===== config.mk =====
export PLATFORM = sky130hd
export DESIGN_NAME = conv_buf_loader
export DESIGN_NICKNAME = d
export VERILOG_FILES = /design/src/rtl/conv_buf_loader.sv
export SDC_FILE = /design/constraint.sdc
export NUM_CORES = 1
export LEC_CHECK = 0
export CAP_MARGIN = 20
export CORE_AREA = 2 2 120 122
export CTS_CLUSTER_DIAMETER = 30
export DETAILED_ROUTE_END_ITERATION = 7
export DIE_AREA = 0 0 122 124
export DONT_BUFFER_PORTS = 1
export HOLD_SLACK_MARGIN = 0.15
export PLACE_DENSITY = 0.69
export SYNTH_ARGS = -nofsm -noshare
export SYNTH_HDL_FRONTEND = slang
export SYNTH_SLANG_ARGS = --single-unit

===== constraint.sdc =====
create_clock -name clk -period 5.9 [get_ports clk]
set_input_delay 0.295 -clock clk [delete_from_list [all_inputs] [get_ports clk]]
set_output_delay 0.295 -clock clk [all_outputs]
set_load 0.05 [all_outputs]

===== src/rtl/conv_buf_loader.sv =====
// Write-side feeder for a conv unit's weight / feature-map buffers.
// Steers a 64-bit beat stream into one buffer in full-gated unit bursts.
module conv_buf_loader #(
    parameter int DATA_WIDTH      = 64,
    parameter int UNIT_BURSTS_WEI = 32,
    parameter int UNIT_BURSTS_FTM = 1024,
    parameter int B_LEN           = 24
) (
    input  logic                  clk,
    input  logic                  rstn,
    input  logic                  cmd_valid,
    output logic                  cmd_ready,
    input  logic                  cmd_sel,
    input  logic                  cmd_clr,
    input  logic [B_LEN-1:0]      cmd_len,
    input  logic [31:0]           cmd_cfg,
    input  logic                  s_valid,
    output logic                  s_ready,
    input  logic [DATA_WIDTH-1:0] s_data,
    output logic                  wb_we,
    output logic                  fb_we,
    output logic                  wb_clr,
    output logic                  fb_clr,
    output logic [31:0]           wb_cfg,
    output logic [31:0]           fb_cfg,
    input  logic                  wb_full,
    input  logic                  fb_full,
    output logic [DATA_WIDTH-1:0] di,
    output logic                  busy,
    output logic                  done,
    output logic                  err
);

    localparam int UMAX = (UNIT_BURSTS_FTM > UNIT_BURSTS_WEI) ? UNIT_BURSTS_FTM : UNIT_BURSTS_WEI;
    localparam int UW   = $clog2(UMAX) + 1;

    localparam logic [B_LEN-1:0] MASK_WEI = B_LEN'(UNIT_BURSTS_WEI - 1);
    localparam logic [B_LEN-1:0] MASK_FTM = B_LEN'(UNIT_BURSTS_FTM - 1);

    localparam logic [2:0] S_IDLE   = 3'd0;
    localparam logic [2:0] S_CLR    = 3'd1;
    localparam logic [2:0] S_CHECK  = 3'd2;
    localparam logic [2:0] S_STREAM = 3'd3;
    localparam logic [2:0] S_DONE   = 3'd4;

    logic [2:0]            r_state;
    logic                  r_sel;
    logic [B_LEN-1:0]      r_rem;
    logic [UW-1:0]         r_unit;
    logic                  r_settle;
    logic [DATA_WIDTH-1:0] r_di;
    logic                  r_wb_we;
    logic                  r_fb_we;
    logic [31:0]           r_wb_cfg;
    logic [31:0]           r_fb_cfg;
    logic                  r_err;

    logic                  w_s_ready;
    logic                  w_hs;
    logic [B_LEN-1:0]      w_mask;
    logic                  w_reject;
    logic                  w_full;
    logic [UW-1:0]         w_unit_load;

    assign w_s_ready   = (r_state == S_STREAM);
    assign w_hs        = s_valid & w_s_ready;
    assign w_mask      = cmd_sel ? MASK_FTM : MASK_WEI;
    assign w_reject    = (cmd_len == '0) | ((cmd_len & w_mask) != '0);
    assign w_full      = r_sel ? fb_full : wb_full;
    assign w_unit_load = r_sel ? UW'(UNIT_BURSTS_FTM) : UW'(UNIT_BURSTS_WEI);

    always_ff @(posedge clk or negedge rstn) begin
        if (!rstn) begin
            r_state  <= S_IDLE;
            r_sel    <= 1'b0;
            r_rem    <= '0;
            r_unit   <= '0;
            r_settle <= 1'b0;
            r_di     <= '0;
            r_wb_we  <= 1'b0;
            r_fb_we  <= 1'b0;
            r_wb_cfg <= '0;
            r_fb_cfg <= '0;
            r_err    <= 1'b0;
        end else begin
            r_wb_we <= w_hs & ~r_sel;
            r_fb_we <= w_hs & r_sel;
            if (w_hs) r_di <= s_data;
            r_err <= 1'b0;
            case (r_state)
                S_IDLE: begin
                    if (cmd_valid) begin
                        if (w_reject) begin
                            r_err <= 1'b1;
                        end else begin
                            r_sel    <= cmd_sel;
                            r_rem    <= cmd_len;
                            r_settle <= 1'b0;
                            if (cmd_sel) r_fb_cfg <= cmd_cfg;
                            else         r_wb_cfg <= cmd_cfg;
                            r_state  <= cmd_clr ? S_CLR : S_CHECK;
                        end
                    end
                end
                S_CLR: r_state <= S_CHECK;
                // First CHECK cycle only arms the settle flag so the last
                // registered write of the previous unit reaches the buffer.
                S_CHECK: begin
                    if (!r_settle) begin
                        r_settle <= 1'b1;
                    end else if (!w_full) begin
                        r_unit  <= w_unit_load;
                        r_state <= S_STREAM;
                    end
                end
                S_STREAM: begin
                    if (w_hs) begin
                        r_unit <= r_unit - UW'(1);
                        r_rem  <= r_rem - B_LEN'(1);
                        if (r_unit == UW'(1)) begin
                            r_settle <= 1'b0;
                            r_state  <= (r_rem == B_LEN'(1)) ? S_DONE : S_CHECK;
                        end
                    end
                end
                S_DONE:  r_state <= S_IDLE;
                default: r_state <= S_IDLE;
            endcase
        end
    end

    assign cmd_ready = (r_state == S_IDLE);
    assign s_ready   = w_s_ready;
    assign wb_clr    = (r_state == S_CLR) & ~r_sel;
    assign fb_clr    = (r_state == S_CLR) & r_sel;
    assign wb_we     = r_wb_we;
    assign fb_we     = r_fb_we;
    assign wb_cfg    = r_wb_cfg;
    assign fb_cfg    = r_fb_cfg;
    assign di        = r_di;
    assign busy      = (r_state != S_IDLE);
    assign done      = (r_state == S_DONE);
    assign err       = r_err;

endmodule

### After elaboration in Yosys (flattened, before gate mapping)

Index checks and enable logic that the tools add are counted.

| storage, ports and cells | value |
|---|---|
| flip-flop bits (word level) | 171 |
| output and inout port bits | 137 |
| memories | 0 |
| input port bits | 128 |
| memory bits (writable) | 0 |
| logic and storage cells | 77 |
| bits in latches | 0 |
| memory bits (read-only) | 0 |

| operators by class | value |
|---|---|
| reductions and logical operators | 14 |
| $mul | 0 |
| divide/modulo/power cells | 0 |
| shift operators | 0 |
| add/subtract/negate cells | 2 |
| equality and inequality tests | 12 |
| $lt $le $gt $ge | 0 |
| mux-type cells | 28 |
| bitwise gates (word level) | 10 |

Operators by type and width:

| kind | number |
|---|---|
| 24-bit 2-to-1 mux | 3 |
| 24-bit one-hot mux with 2 select lines | 1 |
| 11-bit 2-to-1 mux | 4 |
| 24-bit by 10-bit bitwise AND with 24-bit output | 1 |
| 24-bit by 1-bit == test with 1-bit output (second input constant) | 1 |
| 24-bit zero test | 1 |
| 24-bit nonzero test | 1 |
| 24-bit by 1-bit subtractor with 24-bit output (second input constant) | 1 |
| 11-bit one-hot mux with 2 select lines | 1 |
| 3-bit 2-to-1 mux | 7 |
| 4-bit AND reduction | 4 |
| 3-bit one-hot mux with 4 select lines | 1 |
| 11-bit by 1-bit == test with 1-bit output (second input constant) | 1 |
| 11-bit by 1-bit subtractor with 11-bit output (second input constant) | 1 |
| 10-bit 2-to-1 mux | 1 |
| 1-bit 2-to-1 mux | 8 |
| 2-bit inequality test (second input constant) | 4 |
| 3-bit by 2-bit == test with 1-bit output (second input constant) | 2 |
| 6-bit AND reduction | 1 |
| 3-bit nonzero test | 2 |
| 1-bit bitwise AND | 5 |
| 5-bit AND reduction | 1 |
| 2-bit by 1-bit inequality test with 1-bit output (second input constant) | 2 |
| 2-bit nonzero test | 2 |
| other kinds (8) | 10 |

### Logic depth before layout (Yosys ltp)

| depth | value |
|---|---|
| word-level depth | 7 |
| depth in mapped cells | 11 |
| mapped depth without buffers | 7 |

### Worst setup path after synthesis

No wires, ideal clock.

| timing path | value |
|---|---|
| path kind | reg-to-reg |
| from | reg r_state[0] |
| to | reg r_rem[4] |
| setup time | 0.120 ns |
| arrival time | 2.591 ns |
| path slack | 3.190 ns |
| cell stages (with the launch flop) | 9 |
| path buffers | 3 |
| required time | 5.780 ns |
| clock period less this slack | 2.710 ns |
| path through | dfrtp_1 > clkbuf_1 > nor3_2 > nand2_1 > a2111o_1 > buf_2 > and2_1 > buf_2 > o22a_2 |

| on the way | value |
|---|---|
| elaborated cells between the ends (all ways) | 9 |
| classes of those cells | 4 x eq/ne; 1 x mux; 1 x bitwise; 3 x reduce/logical |

RTL lines:

| item | line | source |
|---|---|---|
| start, declared | 46 | `logic [2:0] r_state;` |
| start signal, assigned | 101 | `r_state <= cmd_clr ? S_CLR : S_CHECK;` |
| start signal, assigned | 122 | `r_state <= (r_rem == B_LEN'(1)) ? S_DONE : S_CHECK;` |
| 3-bit zero test (*) | n/a |  |
| via cmd_ready | 12 | `output logic cmd_ready,` |
| 2-bit inequality test (no line) or 2-bit nonzero test (tied branches) | n/a |  |
| 4-bit AND reduction (no line) | n/a |  |
| end signal, assigned | 97 | `r_rem <= cmd_len;` |
| end signal, assigned | 119 | `r_rem <= r_rem - B_LEN'(1);` |
| end, declared | 48 | `logic [B_LEN-1:0] r_rem;` |

The timed path passes the listed nets; every way through them passes the cells marked *.
A chain may end at the register's enable or synchronous reset.

### Worst setup path after layout

| timing path | value |
|---|---|
| from | reg r_state[1] |
| to | reg r_rem[4] |

The elaborated chain is that of the path after synthesis.

==> impl_metrics.csv <==
group,metric,value,unit
route,ant_nets,0,
sta,hold_violations,0,
placed_design,portBuffers,0,
floorplanning,design.core.area,13700,sq um
clock_tree,cts_tree,"yes",
cells_and_area,final_cell_count_no_fill,1016,
power,p_total,4500,uW
cells_and_area,final_cell_mix,"nand2_1 (206), dfrtp_1 (171), dlygate4sd3_1 (114)",
route,drt-initial-drc-count,551,
setup_path,worstPathRequired,6.20,ns
yosys,ys_seq_area_share,57.2,%
yosys,ys.flop_type,"dfrtp_1",
sta,tightest_slew,1.09,ns
route,route.vias.total,5986,
route,wirelength,20.0,mm
setup_path,crit_arrival,3.80,ns
sta,setup_violations,0,
global_route,antenna_found_initial,0,
yosys,synth_edf_count,0,
sta,post-route-min-period,3.50,ns
route,drt-vias-per-instance,5.89,
clock_tree,cts_inserted_buffers,17,
clock_tree,htree_levels,4,
yosys,synth_nets,863,
sta,layout_setup_ws,2.40,ns
placed_design,dp_slack,2.42,ns
route,drc,0,
cells_and_area,area_growth,25.7,%
floorplanning,die_h,124,um
clock_tree,clockRootBuffer,"clkbuf_16",
sta,relSlewSlack,26.8,%
placed_design,gp_congestion,0.873,
placed_design,hpwlAfterDp,12.0,mm
job,max_cap_viol_count,0,
setup_path,worst_setup_path_start_kind,"register",
sta,tns,0,ns
yosys,syn_avg_cell_area,10.2,sq um
yosys,synth_cell_type_count,52,
floorplanning,rows,43,
sta,fmax,285,MHz
sta,finalMaxSlewViolations,0,
global_route,grt_max_degree,172,
route,drt_pre_antenna_iters,5,
cells_and_area,nNetsFinal,954,
sta,rsz0062_at_grt,"no",
route,wire_per_inst,19.6,um
cells_and_area,drive_gt1_share,14.1,%
power,peakVddDrop,0.303,mV
floorplanning,start_util,54.6,%
setup_path,max_stage_delay,0.93,ns
yosys,synth_area,7490,sq um
floorplanning,die_area,15100,sq um
setup_path,path_buf_inv,0,
global_route,grt_pass1_vias,6141,
setup_path,slowest_stage,"nor3_2",
yosys,ys_ff_latch,171,
global_route,grt_usage,25.9,%
floorplanning,die_x,122,um
setup_path,critical_path_class,"reg2reg",
worst_hold_path,hold_path_class,"in2reg",
clock_tree,cts_sinks,171,
setup_path,cp_top_family,"simple AND/OR/NAND/NOR gates",
run_status,outcome,"complete, no violations",
global_route,grt_overflow,0,
clock_tree,clk-insertion-delay-late,0.41,ns
power,power_leakage,0.00439,uW
setup_path,cp-end-kind,"register",
sta,hold-worst-slack,0.188,ns
clock_tree,cts_resized,0,
clock_tree,clock_path_buffers,2,
yosys,synthArstFlopShare,100,%
yosys,synthCells,731,
power,power.density,479,nW/um^2
yosys,ys_warn_count,0,
setup_path,worst-path-max-fanout,27,
clock_tree,clk_pin_slew,0.06,ns
sta,post-route-period-util,59.4,%
setup_path,worstPathCellList,"nor3_2 -> nand2_1 -> a2111o_1 -> and2_1 -> o22a_2",
sta,clock_skew,0.00538,ns
placed_design,dp_cells,867,
floorplanning,io_pins,265,
global_route,grt_pass1_wl,30.3,mm
cells_and_area,final_common_cell,"nand2_1",
registers in the layout, indices dropped and copies added, names as in the netlist:
| name | flops |
|---|---|
| err | 1 |
| wb_cfg | 32 |
| fb_we | 1 |
| r_settle | 1 |
| r_state | 3 |
| r_rem | 24 |
| r_sel | 1 |
| wb_we | 1 |
| di | 64 |
| fb_cfg | 32 |
| r_unit | 11 |
metal layers:
metal	track usage, %	wire, um
met2	42.9	9880
met5	0	0
met4	12.3	542
met1	30.6	7650
met3	8.42	1890
timing repair:
action | 4_1_cts | 5_1_grt
hold buffers | 115 | 0
buffers inserted | 0 | 0
hold endpoints to repair | 316 | 0
where the power goes:
group	internal (uW)	leakage, uW	switching (uW)
Sequential	1450	0.00215	924
Combinational	377	0.00192	535
Clock	743	0.000322	471
Total	2580	0.00439	1930
synth_stat cells (3+ instances only):
master	number	area, sq um
nor2_1	40	150
buf_2	10	50.1
or3_1	3	18.8
ha_1	4	50.1
nor4_1	17	106
o311a_1	3	30.0
and2_1	6	37.5
a31oi_1	14	87.6
a22oi_1	4	30.0
o21ai_0	20	100
mux2_2	64	721
dfrtp_1	171	4280
nand4_1	4	25.0
nand2_1	207	777
o22a_1	9	78.8
a21oi_1	30	150
o211ai_1	14	105
clkbuf_1	32	120
nand3_1	11	55.1
inv_1	8	30.0
or4_1	12	90.1
buf_4	4	30.0
nor3_1	5	25.0
kinds of logic (layout without fill, tap and decap cells):
| kind of cell | after synthesis | after routing | share of synthesized area [%] |
|---|---|---|---|
| multiplexers | 66 | 66 | 9.89 |
| buffers and inverters | 58 | 162 | 3.38 |
| other | 0 | 1 | 0 |
| AND/OR/NAND/NOR | 320 | 320 | 19.0 |
| AO/OA/AOI/OAI | 112 | 112 | 9.88 |
| adder cells (fa/ha/maj) | 4 | 4 | 0.668 |
| flip-flops | 171 | 171 | 57.2 |
metrics by stage:
| stage | cell area (sq um) | util (%) |
|---|---|---|
| finish | 9410 | 68.6 |
| global placement | 7550 | 55.0 |
| CTS | 9390 | 68.4 |
| global route | 9410 | 68.6 |
| detailed placement | 7570 | 55.2 |
| floorplan | 7490 | - |
final timing paths:
check / startpoint / to / slack, ns / cells after the start
max: r_state[1] / r_rem[4] / 2.40 / 5
min: cmd_valid / r_sel / 0.19 / 2
max reg2reg: r_state[1] / r_rem[4] / 2.40 / 5
max in group asynchronous: rstn / fb_cfg[0] / 4.62 / 2
min in group asynchronous: rstn / di[2] / 0.57 / 2
min reg2reg: r_unit[9] / r_unit[9] / 0.49 / 1
layout make-up:
| class | count | area [sq um] |
|---|---|---|
| fillers | 979 | 4310 |
| clock buffers | 19 | 453 |
| flip-flops and latches | 171 | 4280 |
| well taps | 180 | 225 |
| repair buffers | 121 | 1240 |
| inverters | 9 | 33.8 |
| multi-input cells | 502 | 2980 |
| diodes | 1 | 2.50 |
| clock inverters | 13 | 198 |
(Power assumes the default switching activity.)
